--- src/rtl/timer_pkg.sv ---
// ============================================================================
// Module      : timer_pkg
// Description : Shared defaults and mode encoding for the multi-channel timer.
// Revision    : 1.0 - initial release
// ============================================================================
`default_nettype none

package timer_pkg;

    localparam int C_PRESCALE_DIV = 50000;
    localparam int C_PRE_W        = 16;
    localparam int C_N_CH         = 4;
    localparam int C_CNT_W        = 16;

    typedef enum logic {
        MODE_ONESHOT  = 1'b0,
        MODE_PERIODIC = 1'b1
    } timer_mode_e;

endpackage

`default_nettype wire

--- src/rtl/timer_channel.sv ---
// ============================================================================
// Module      : timer_channel
// Description : One tick-counting channel, one-shot or periodic, stop > start > tick.
// Revision    : 1.0 - initial release
// ============================================================================
`default_nettype none

module timer_channel
    import timer_pkg::*;
#(
    parameter int CNT_W = C_CNT_W
) (
    input  logic             clk,
    input  logic             rst,
    input  logic             tick,
    input  logic             start,
    input  logic             stop,
    input  logic             periodic,
    input  logic [CNT_W-1:0] period,
    output logic             timeout,
    output logic             busy
);

    logic [CNT_W-1:0] r_per_lat;
    logic [CNT_W-1:0] r_rem;
    logic             r_busy;
    logic             r_timeout;
    timer_mode_e      w_mode;
    logic             w_start_ok;

    assign w_mode     = timer_mode_e'(periodic);
    assign w_start_ok = start && (period != '0);

    always_ff @(posedge clk) begin
        if (!rst) begin
            r_per_lat <= '0;
            r_rem     <= '0;
            r_busy    <= 1'b0;
            r_timeout <= 1'b0;
        end else begin
            r_timeout <= 1'b0;
            if (stop) begin
                r_busy <= 1'b0;
            end else if (w_start_ok) begin
                r_per_lat <= period;
                r_rem     <= period;
                r_busy    <= 1'b1;
            end else if (tick && r_busy) begin
                if (r_rem == CNT_W'(1)) begin
                    r_timeout <= 1'b1;
                    // Mode is looked at only now, so it may change while counting.
                    if (w_mode == MODE_PERIODIC) begin
                        r_rem <= r_per_lat;
                    end else begin
                        r_rem  <= '0;
                        r_busy <= 1'b0;
                    end
                end else begin
                    r_rem <= r_rem - CNT_W'(1);
                end
            end
        end
    end

    assign timeout = r_timeout;
    assign busy    = r_busy;

endmodule

`default_nettype wire

--- src/rtl/multi_channel_timer.sv ---
// ============================================================================
// Module      : multi_channel_timer
// Description : Shared base-tick prescaler driving N_CH independent interval timers.
// Revision    : 1.0 - initial release
// ============================================================================
`default_nettype none

module multi_channel_timer
    import timer_pkg::*;
#(
    parameter int PRESCALE_DIV = C_PRESCALE_DIV,
    parameter int PRE_W        = C_PRE_W,
    parameter int N_CH         = C_N_CH,
    parameter int CNT_W        = C_CNT_W
) (
    input  logic                  clk,
    input  logic                  rst,
    input  logic                  enable,
    input  logic [N_CH-1:0]       start,
    input  logic [N_CH-1:0]       stop,
    input  logic [N_CH-1:0]       periodic,
    input  logic [N_CH*CNT_W-1:0] period,
    output logic                  tick,
    output logic [N_CH-1:0]       timeout,
    output logic [N_CH-1:0]       busy
);

    logic [PRE_W-1:0] r_pre_cnt;
    logic             r_tick;

    // A frozen prescaler keeps its partial count so resuming finishes the interval.
    always_ff @(posedge clk) begin
        if (!rst) begin
            r_pre_cnt <= '0;
            r_tick    <= 1'b0;
        end else if (enable) begin
            if (r_pre_cnt == PRE_W'(PRESCALE_DIV - 1)) begin
                r_pre_cnt <= '0;
                r_tick    <= 1'b1;
            end else begin
                r_pre_cnt <= r_pre_cnt + PRE_W'(1);
                r_tick    <= 1'b0;
            end
        end else begin
            r_tick <= 1'b0;
        end
    end

    assign tick = r_tick;

    generate
        for (genvar i = 0; i < N_CH; i++) begin : g_ch
            timer_channel #(
                .CNT_W (CNT_W)
            ) u_channel (
                .clk      (clk),
                .rst      (rst),
                .tick     (r_tick),
                .start    (start[i]),
                .stop     (stop[i]),
                .periodic (periodic[i]),
                .period   (period[i*CNT_W +: CNT_W]),
                .timeout  (timeout[i]),
                .busy     (busy[i])
            );
        end
    endgenerate

endmodule

`default_nettype wire

--- config.mk ---
export PLATFORM = sky130hd
export DESIGN_NAME = multi_channel_timer
export DESIGN_NICKNAME = d
export VERILOG_FILES = /design/src/rtl/timer_pkg.sv /design/src/rtl/timer_channel.sv /design/src/rtl/multi_channel_timer.sv
export SDC_FILE = /design/constraint.sdc
export NUM_CORES = 1
export LEC_CHECK = 0
export BUFFER_PORTS_ARGS = -buffer_cell sky130_fd_sc_hd__buf_4
export CORE_ASPECT_RATIO = 0.5
export CORE_UTILIZATION = 50
export DETAILED_ROUTE_END_ITERATION = 10
export PLACE_DENSITY_LB_ADDON = 0.08
export SETUP_SLACK_MARGIN = 0.3
export SLEW_MARGIN = 5
export SYNTH_ARGS = -nofsm -noshare
export SYNTH_HDL_FRONTEND = slang
export SYNTH_HIERARCHICAL = 1
export SYNTH_SLANG_ARGS = --single-unit
--- constraint.sdc ---
create_clock -name clk -period 6.2 [get_ports clk]
set_input_delay 0.93 -clock clk [delete_from_list [all_inputs] [get_ports clk]]
set_output_delay 0.93 -clock clk [all_outputs]
set_load 0.01 [all_outputs]
==> flow_metrics.env, run 1 <==
export IMPL_slowest_delay_ns=0.65
export IMPL_place_area_mm2=0.009356
export IMPL_rsz0062_at_grt="false"
export IMPL_syn_area_per_cell_um2=7.828
export IMPL_wl_um=24190
export IMPL_max_freq_mhz=338.1
export IMPL_cp_required_ns=6.47
export IMPL_critPathSlowestCell="or4_1"
export IMPL_row_count=33
export IMPL_htree_levels=4
export IMPL_postRouteAntennaNets=0
export IMPL_ir_drop_uv=183.7
export IMPL_cp_top_family="simple AND/OR/NAND/NOR gates"
export IMPL_grt_first_pass_wirelength_um=39120
export IMPL_p_leak_nw=3.596
export IMPL_design_area_mm2=0.009958
export IMPL_via_per_inst=6.244
export IMPL_synthCells=1123
export IMPL_synth_distinct_cells=58
export IMPL_crit_arrival_ns=3.23
export IMPL_layout_common_cells="nand2_1 (221), dfxtp_1 (153), a21oi_1 (97)"
export IMPL_tns_ns=0
export IMPL_dr_total_vias=8698
export IMPL_numPortBuffers=87
export IMPL_ys_seq_area_share_pct=34.84
export IMPL_holdBufCountCts=0
export IMPL_syn_num_nets=1211
export IMPL_finalPower_mw=2.633
export IMPL_numCtsBuffers=17
export IMPL_cp_depth=7
export IMPL_io_pins=88
export IMPL_whs_ns=0.4533
export IMPL_criticalPathCategory="primary input to flop"
export IMPL_skew_ns=0.007974
export IMPL_r2r_start="g_ch[1].u_channel/r_rem[0]$_SDFFE_PN0P_"
export IMPL_fp_coreArea_mm2=0.01676
export IMPL_antenna_found_initial=0
export IMPL_drcViolationCount=0
export IMPL_timing_rr_end="g_ch[1].u_channel/r_rem[3]$_SDFFE_PN0P_"
export IMPL_r2r_cells=6
export IMPL_grt_max_degree=71
export IMPL_synthToLayoutAreaGrowth_pct=13.28
export IMPL_r2r_slack_ns=3.32
export IMPL_yosys_warnings=6
export IMPL_tightest_slew_ns=1.064
export IMPL_endpoint="g_ch[3].u_channel/r_rem[6]$_SDFFE_PN0P_"
export IMPL_routed_wire_length_per_instance_um=17.37
export IMPL_grt_overflow=0
export IMPL_clk_root_buffer_cell="clkbuf_16"
export IMPL_initial_utilization_pct=52.44
export IMPL_post_place_cells=1361
export IMPL_dieArea_mm2=0.01815
export IMPL_cp_max_fo=20
export IMPL_cts_resized=0
export IMPL_cts_sinks=153
export IMPL_dieHeight_um=95.76
export IMPL_fin_nets=1241
export IMPL_dominantRegCellSynth="dfxtp_1"
export IMPL_grt_usage_pct=26.85
export IMPL_synthesis_area_mm2=0.008791
export IMPL_cts_tree="done"
export IMPL_final_common_cell="nand2_1"
export IMPL_place_ws_ns=2.852
export IMPL_worstPathCellList="buf_4, or4_1, o41ai_2, buf_4, nand2_1, o21ai_0, a31oi_1"
export IMPL_drt_iter0_markers=639
export IMPL_dp_hpwl_um=16170
export IMPL_cts_post_setup_buffers_inserted=0
export IMPL_setup_ws_ns=3.242
export IMPL_synthArstFlopShare_pct=0
export IMPL_place_congestion=0.8978
export IMPL_drt_pre_antenna_iters=5
export IMPL_hp_class="flop to flop"
export IMPL_die_x_um=189.5
export IMPL_period_minus_slack_ns=2.958
export IMPL_clkLatencyLatePin_ns=0.43
export IMPL_drv_cap=0
export IMPL_setup_viol=0
export IMPL_synth_edf_count=0
export IMPL_insertedDiodeCount=0
export IMPL_min_path_cells=2
export IMPL_crit_top_cell="buf_4"
export IMPL_power_density_mw_per_mm2=264.4
export IMPL_grt_pass1_vias=7862
export IMPL_critPathLaunch="period[59]"
export IMPL_cp_end_kind="flop"
export IMPL_clkTransAtPathRegs_ns=0.06
export IMPL_final_cells=1393
export IMPL_status="complete, no violations"
export IMPL_post_route_util_pct=59.40
export IMPL_hold_viol=0
export IMPL_final_layout_size_suffix_gt1_share_pct=14.84
export IMPL_slew_violations=0
export IMPL_cts_max_path_buffers=2
export IMPL_critPathLaunchType="primary input"
export IMPL_slew_headroom_pct=28.51
export IMPL_fin_crit_sh_pct=47.71
export IMPL_synth_seq_cells=153
export IMPL_path_buf_inv=2
## state kept, by name, indices dropped and copies added (netlist names)
register                  cells
g_ch.u_channel/r_per_lat     64
g_ch.u_channel/r_rem         64
r_pre_cnt                    16
g_ch.u_channel/busy           4
g_ch.u_channel/timeout        4
tick                          1
## tightest hold or removal path, cell delays in order (launching register included)
cell and delay (ns):
dfxtp_1 0.31, nand2_1 0.05, a21oi_1 0.05
## area by class of cell
class                   count  area [µm²]
clock buffers              18       439.2
clock inverters            14       162.7
fillers                  1546        6805
inverters                  19       71.32
multi-input cells         870        5248
flip-flops and latches    153        3063
well taps                 227       284.0
repair buffers             92       690.7
## metal layers
layer / global-route usage, % / share of wire, % / vias up / routed length [µm]
li1: - / - / 4172 / -
met1: 36.77 / 46 / 4144 / 11220
met2: 43.04 / 46 / 347 / 11010
met3: 4.630 / 6.6 / 35 / 1601
met4: 9.073 / 1.5 / 0 / 363
met5: 0 / 0 / - / 0
## synthesized netlist by cell type (7+ instances only)
cell	instances	area (µm²)
nand3_1	40	200.2
clkbuf_1	45	168.9
xor2_1	7	61.31
o31ai_1	17	127.6
nor3_1	20	100.1
o21ai_1	20	100.1
xnor2_1	35	306.5
or3_1	8	50.05
nor4_1	19	118.9
buf_2	24	120.1
buf_6	8	90.09
nor2_1	81	304.0
nand3b_1	8	60.06
nand2_1	221	829.6
o41a_1	8	90.09
a21oi_1	97	485.5
nand4_1	22	137.6
inv_1	19	71.32
o211ai_1	12	90.09
dfxtp_1	153	3063
ha_1	9	112.6
or4_1	17	127.6
and3_1	16	100.1
or4_4	12	135.1
o21ai_0	48	240.2
o311ai_1	8	70.07
a311oi_1	16	140.1
a31oi_1	32	200.2
## kinds of logic (layout without fill, tap and decap cells)
| family | after synthesis | in the layout | synth area share [%] |
|---|---|---|---|
| and+or+nand+nor | 520 | 520 | 31.20 |
| xor gates and xnor gates | 42 | 42 | 4.184 |
| DFF | 153 | 153 | 34.84 |
| AOI/OAI and AO/OA | 298 | 298 | 22.91 |
| muxes | 1 | 1 | 0.1139 |
| buffers and inverters | 100 | 143 | 5.466 |
| adders and majority gates | 9 | 9 | 1.281 |
## worst min-delay path by stage
stage	startpoint	to	slack [ns]
6_report	g_ch[3].u_channel/r_per_lat[3]$_SDFFE_PN0P_	g_ch[3].u_channel/r_per_lat[3]$_SDFFE_PN0P_	0.45
5_1_grt	g_ch[1].u_channel/r_per_lat[12]$_SDFFE_PN0P_	g_ch[1].u_channel/r_per_lat[12]$_SDFFE_PN0P_	0.48
4_1_cts	g_ch[1].u_channel/r_per_lat[2]$_SDFFE_PN0P_	g_ch[1].u_channel/r_per_lat[2]$_SDFFE_PN0P_	0.46
3_5_place_dp	g_ch[1].u_channel/r_per_lat[2]$_SDFFE_PN0P_	g_ch[1].u_channel/r_per_lat[2]$_SDFFE_PN0P_	0.45
3_3_place_gp	g_ch[3].u_channel/r_per_lat[4]$_SDFFE_PN0P_	g_ch[3].u_channel/r_per_lat[4]$_SDFFE_PN0P_	0.44
2_1_floorplan	g_ch[0].u_channel/r_per_lat[2]$_SDFFE_PN0P_	g_ch[0].u_channel/r_per_lat[2]$_SDFFE_PN0P_	0.43
## where the power goes
group / internal (mW) / switching [mW] / leakage [nW]
Clock: 0.616 / 0.463 / 0.293
Combinational: 0.192 / 0.278 / 2.05
Sequential: 1.03 / 0.0539 / 1.25
Note: power is estimated with default switching activity, not from simulation.
==> run 2, diff against run 1 <==
--- a/config.mk
+++ b/config.mk
@@ -5,6 +5,7 @@
 export SDC_FILE = /design/constraint.sdc
 export NUM_CORES = 1
 export LEC_CHECK = 0
+export ABC_AREA = 1
 export BUFFER_PORTS_ARGS = -buffer_cell sky130_fd_sc_hd__buf_4
 export CORE_ASPECT_RATIO = 0.5
 export CORE_UTILIZATION = 50
==> constraint.sdc (replaced) <==
create_clock -name clk -period 2.9 [get_ports clk]
set_input_delay 0.435 -clock clk [delete_from_list [all_inputs] [get_ports clk]]
set_output_delay 0.435 -clock clk [all_outputs]
set_load 0.01 [all_outputs]
==> run 2 against run 1 <==
Worst setup slack got worse by 2.3 ns. Non-clock buffer count is 1 lower. First-iteration DRC count shrank 5.2%. Routed wire length grew 9.9%. Core utilization down 0.94 points. Sequential cell count stayed put. Critical path depth is 1 lower. Register-to-register slack lost 2.4 ns. Combinational power grew to 2.7 times the previous value. Critical endpoint is now g_ch[3].u_channel/r_rem[0]$_SDFFE_PN0P_. Highest routed layer unchanged.
==> flow_metrics.env, run 2 <==
export IMPL_cp_end_kind="flop"
export IMPL_r2r_start="tick$_SDFF_PN0_"
export IMPL_numCtsBuffers=17
export IMPL_setup_viol=0
export IMPL_grt_use_met1_pct=37.41
export IMPL_row_count=35
export IMPL_crit_arrival_ns=2.35
export IMPL_reg_largest_list="g_ch.u_channel/r_per_lat x64, g_ch.u_channel/r_rem x64, r_pre_cnt x16"
export IMPL_cts_tree="done"
export IMPL_synthCells=1497
export IMPL_use_met3_pct=4.637
export IMPL_skew_ns=0.006823
export IMPL_setup_ws_ns=0.9059
export IMPL_grt_usage_pct=26.85
export IMPL_drt_pre_antenna_iters=5
export IMPL_clk_root_buffer_cell="clkbuf_16"
export IMPL_hp_class="primary input to flop"
export IMPL_cts_post_setup_buffers_inserted=0
export IMPL_ir_drop_uv=447.8
export IMPL_clkLatencyLatePin_ns=0.42
export IMPL_met2_usage_pct=42.95
export IMPL_wl_um=26600
export IMPL_io_pins=88
export IMPL_fillers=1850
export IMPL_r2r_slack_ns=0.91
export IMPL_numPortBuffers=87
export IMPL_synth_top_area_share_pct=31.67
export IMPL_synthToLayoutAreaGrowth_pct=12.77
export IMPL_period_minus_slack_ns=1.994
export IMPL_place_area_mm2=0.01028
export IMPL_cp_required_ns=3.25
export IMPL_p_sw_share_pct=31.19
export IMPL_status="complete, no violations"
export IMPL_criticalPathCategory="flop to flop"
export IMPL_seq_power_share_pct=39.1
export IMPL_tightest_slew_ns=0.7277
export IMPL_internal_power_mw=4.070
export IMPL_power_share_combinational_pct=21.1
export IMPL_drcViolationCount=0
export IMPL_grt_pass1_vias=8914
export IMPL_post_route_util_pct=58.46
export IMPL_insertedDiodeCount=0
export IMPL_via_per_inst=5.396
export IMPL_syn_num_nets=1585
export IMPL_synthArstFlopShare_pct=0
export IMPL_yosysMostFrequentCell="nand2_1"
export IMPL_postRouteAntennaNets=0
export IMPL_fin_crit_sh_pct=68.76
export IMPL_synth_edf_count=0
export IMPL_fp_coreArea_mm2=0.01866
export IMPL_drv_cap=0
export IMPL_dp_hpwl_um=19130
export IMPL_synth_distinct_cells=35
export IMPL_slew_violations=0
export IMPL_dominantRegCellSynth="dfxtp_1"
export IMPL_drt_iter0_markers=606
export IMPL_grt_max_degree=49
export IMPL_cp_max_fo=21
export IMPL_grt_overflow=0
export IMPL_cts_max_path_buffers=2
export IMPL_dr_total_vias=9810
export IMPL_min_path_cells=3
export IMPL_synth_commonest_cells="nand2_1 (396), nor2_1 (186), nand3_1 (179)"
export IMPL_dieHeight_um=100.3
export IMPL_tns_ns=0
export IMPL_cts_resized=0
export IMPL_antenna_found_initial=0
export IMPL_endpoint="g_ch[3].u_channel/r_rem[0]$_SDFFE_PN0P_"
export IMPL_yosys_warnings=6
export IMPL_final_layout_size_suffix_gt1_share_pct=15.59
export IMPL_grt_most_used_layer="met2"
export IMPL_die_x_um=198.7
export IMPL_final_common_cell="nand2_1"
export IMPL_synth_seq_cells=153
export IMPL_holdBufCountCts=0
export IMPL_syn_area_per_cell_um2=6.461
export IMPL_timing_rr_end="g_ch[3].u_channel/r_rem[0]$_SDFFE_PN0P_"
export IMPL_cts_sinks=153
export IMPL_layout_common_cells="nand2_1 (396), nor2_1 (186), nand3_1 (179)"
export IMPL_hold_viol=0
export IMPL_critPathLaunch="tick$_SDFF_PN0_"
export IMPL_critPathLaunchType="flop"
export IMPL_synthTopCellsByArea="dfxtp_1 (32%), nand2_1 (15%), nand3_1 (9.3%), a21oi_1 (8.4%), nor2_1 (7.2%)"
export IMPL_p_switching_mw=1.845
export IMPL_r2r_cells=6
export IMPL_power_density_mw_per_mm2=542.3
export IMPL_design_area_mm2=0.01091
export IMPL_initial_utilization_pct=51.84
export IMPL_max_freq_mhz=501.5
export IMPL_place_congestion=0.9420
export IMPL_finalPower_mw=5.914
export IMPL_grt_first_pass_wirelength_um=43480
export IMPL_dieArea_mm2=0.01994
export IMPL_fin_nets=1634
export IMPL_routed_wire_length_per_instance_um=14.63
export IMPL_clkPwrFrac_pct=39.8
export IMPL_place_ws_ns=0.6461
export IMPL_clkTransAtPathRegs_ns=0.07
export IMPL_yosys_area_top_type="dfxtp_1"
export IMPL_slew_headroom_pct=51.42
export IMPL_rsz0062_at_grt="false"
export IMPL_p_leak_nw=4.506
export IMPL_synthesis_area_mm2=0.009672
export IMPL_htree_levels=4
export IMPL_ys_seq_area_share_pct=31.67
run 2: changes by cell type in the layout (fill, tap and decap cells not counted), moves of 18 or more:
cell | previous run | this run
nand2_2 | 0 | 19
xnor2_1 | 35 | 13
inv_1 | 19 | 91
nor3_1 | 20 | 2
nor2_1 | 81 | 186
a31oi_1 | 32 | 0
nand2_1 | 221 | 396
a21oi_1 | 97 | 163
nor2_2 | 4 | 31
nand3_1 | 40 | 179
run 2: cells by family (layout without fill, tap and decap cells):
family          Yosys count  after routing  share of synthesized area [%]
simple gates            872            872                          40.63
compound gates          257            257                          14.90
buf+inv                 173            235                          8.629
flops                   153            153                          31.67
xor+xnor                 32             32                          2.898
fa+ha+maj                 9              9                          1.164
mux                       1              1                         0.1035
run 2: power groups by stage:
stage / clock network (mW) / logic, mW / registers (mW)
6_report: 2.35 / 1.25 / 2.31
2_1_floorplan: 0 / 0.928 / 2.33
4_1_cts: 2.40 / 1.24 / 2.31
5_1_grt: 2.49 / 1.39 / 2.32
3_3_place_gp: 0 / 1.21 / 2.35
3_5_place_dp: 0 / 1.22 / 2.36
run 2: area by class of cell:
type                       count  area, µm²  area share (%)
multi-input combinational   1171       5774           52.94
sequential                   153       3063           28.08
timing repair buffer          91      683.2           6.264
clock buffer                  20      456.7           4.187
inverter                     112      440.4           4.038
tap                          259      324.1           2.971
clock inverter                12      165.2           1.514
run 2: per-layer routing:
layer | share of wire (%) | vias up
met4 | 1.1 | 0
li1 | - | 4984
met2 | 44 | 299
met3 | 5.8 | 25
met5 | 0 | -
met1 | 49 | 4502
run 2: through the flow:
step | hold WS (ns) | std cells
4_1_cts | 0.2867 | 1818
6_report | 0.3032 | 1818
3_3_place_gp | 0.4495 | 1786
5_1_grt | 0.2926 | 1818
2_1_floorplan | 0.4378 | 1497
3_5_place_dp | 0.4538 | 1786
run 2: critical path, cell delays in order, from the launching register on:
cell     delay (ns)
dfxtp_1        0.79
nand2_1        0.17
nand2_2        0.11
nand2_2        0.27
inv_2          0.28
o21ai_0        0.14
a21oi_2        0.15
run 2: how the worst min path moves through the flow:
| stage | from | slack [ns] | to |
|---|---|---|---|
| 4_1_cts | period[43] | 0.29 | g_ch[2].u_channel/r_per_lat[11]$_SDFFE_PN0P_ |
| 6_report | period[43] | 0.30 | g_ch[2].u_channel/r_per_lat[11]$_SDFFE_PN0P_ |
| 3_3_place_gp | g_ch[3].u_channel/r_per_lat[1]$_SDFFE_PN0P_ | 0.45 | g_ch[3].u_channel/r_per_lat[1]$_SDFFE_PN0P_ |
| 2_1_floorplan | g_ch[0].u_channel/r_per_lat[1]$_SDFFE_PN0P_ | 0.44 | g_ch[0].u_channel/r_per_lat[1]$_SDFFE_PN0P_ |
| 5_1_grt | period[41] | 0.29 | g_ch[2].u_channel/r_per_lat[9]$_SDFFE_PN0P_ |
| 3_5_place_dp | g_ch[1].u_channel/r_per_lat[12]$_SDFFE_PN0P_ | 0.45 | g_ch[1].u_channel/r_per_lat[12]$_SDFFE_PN0P_ |
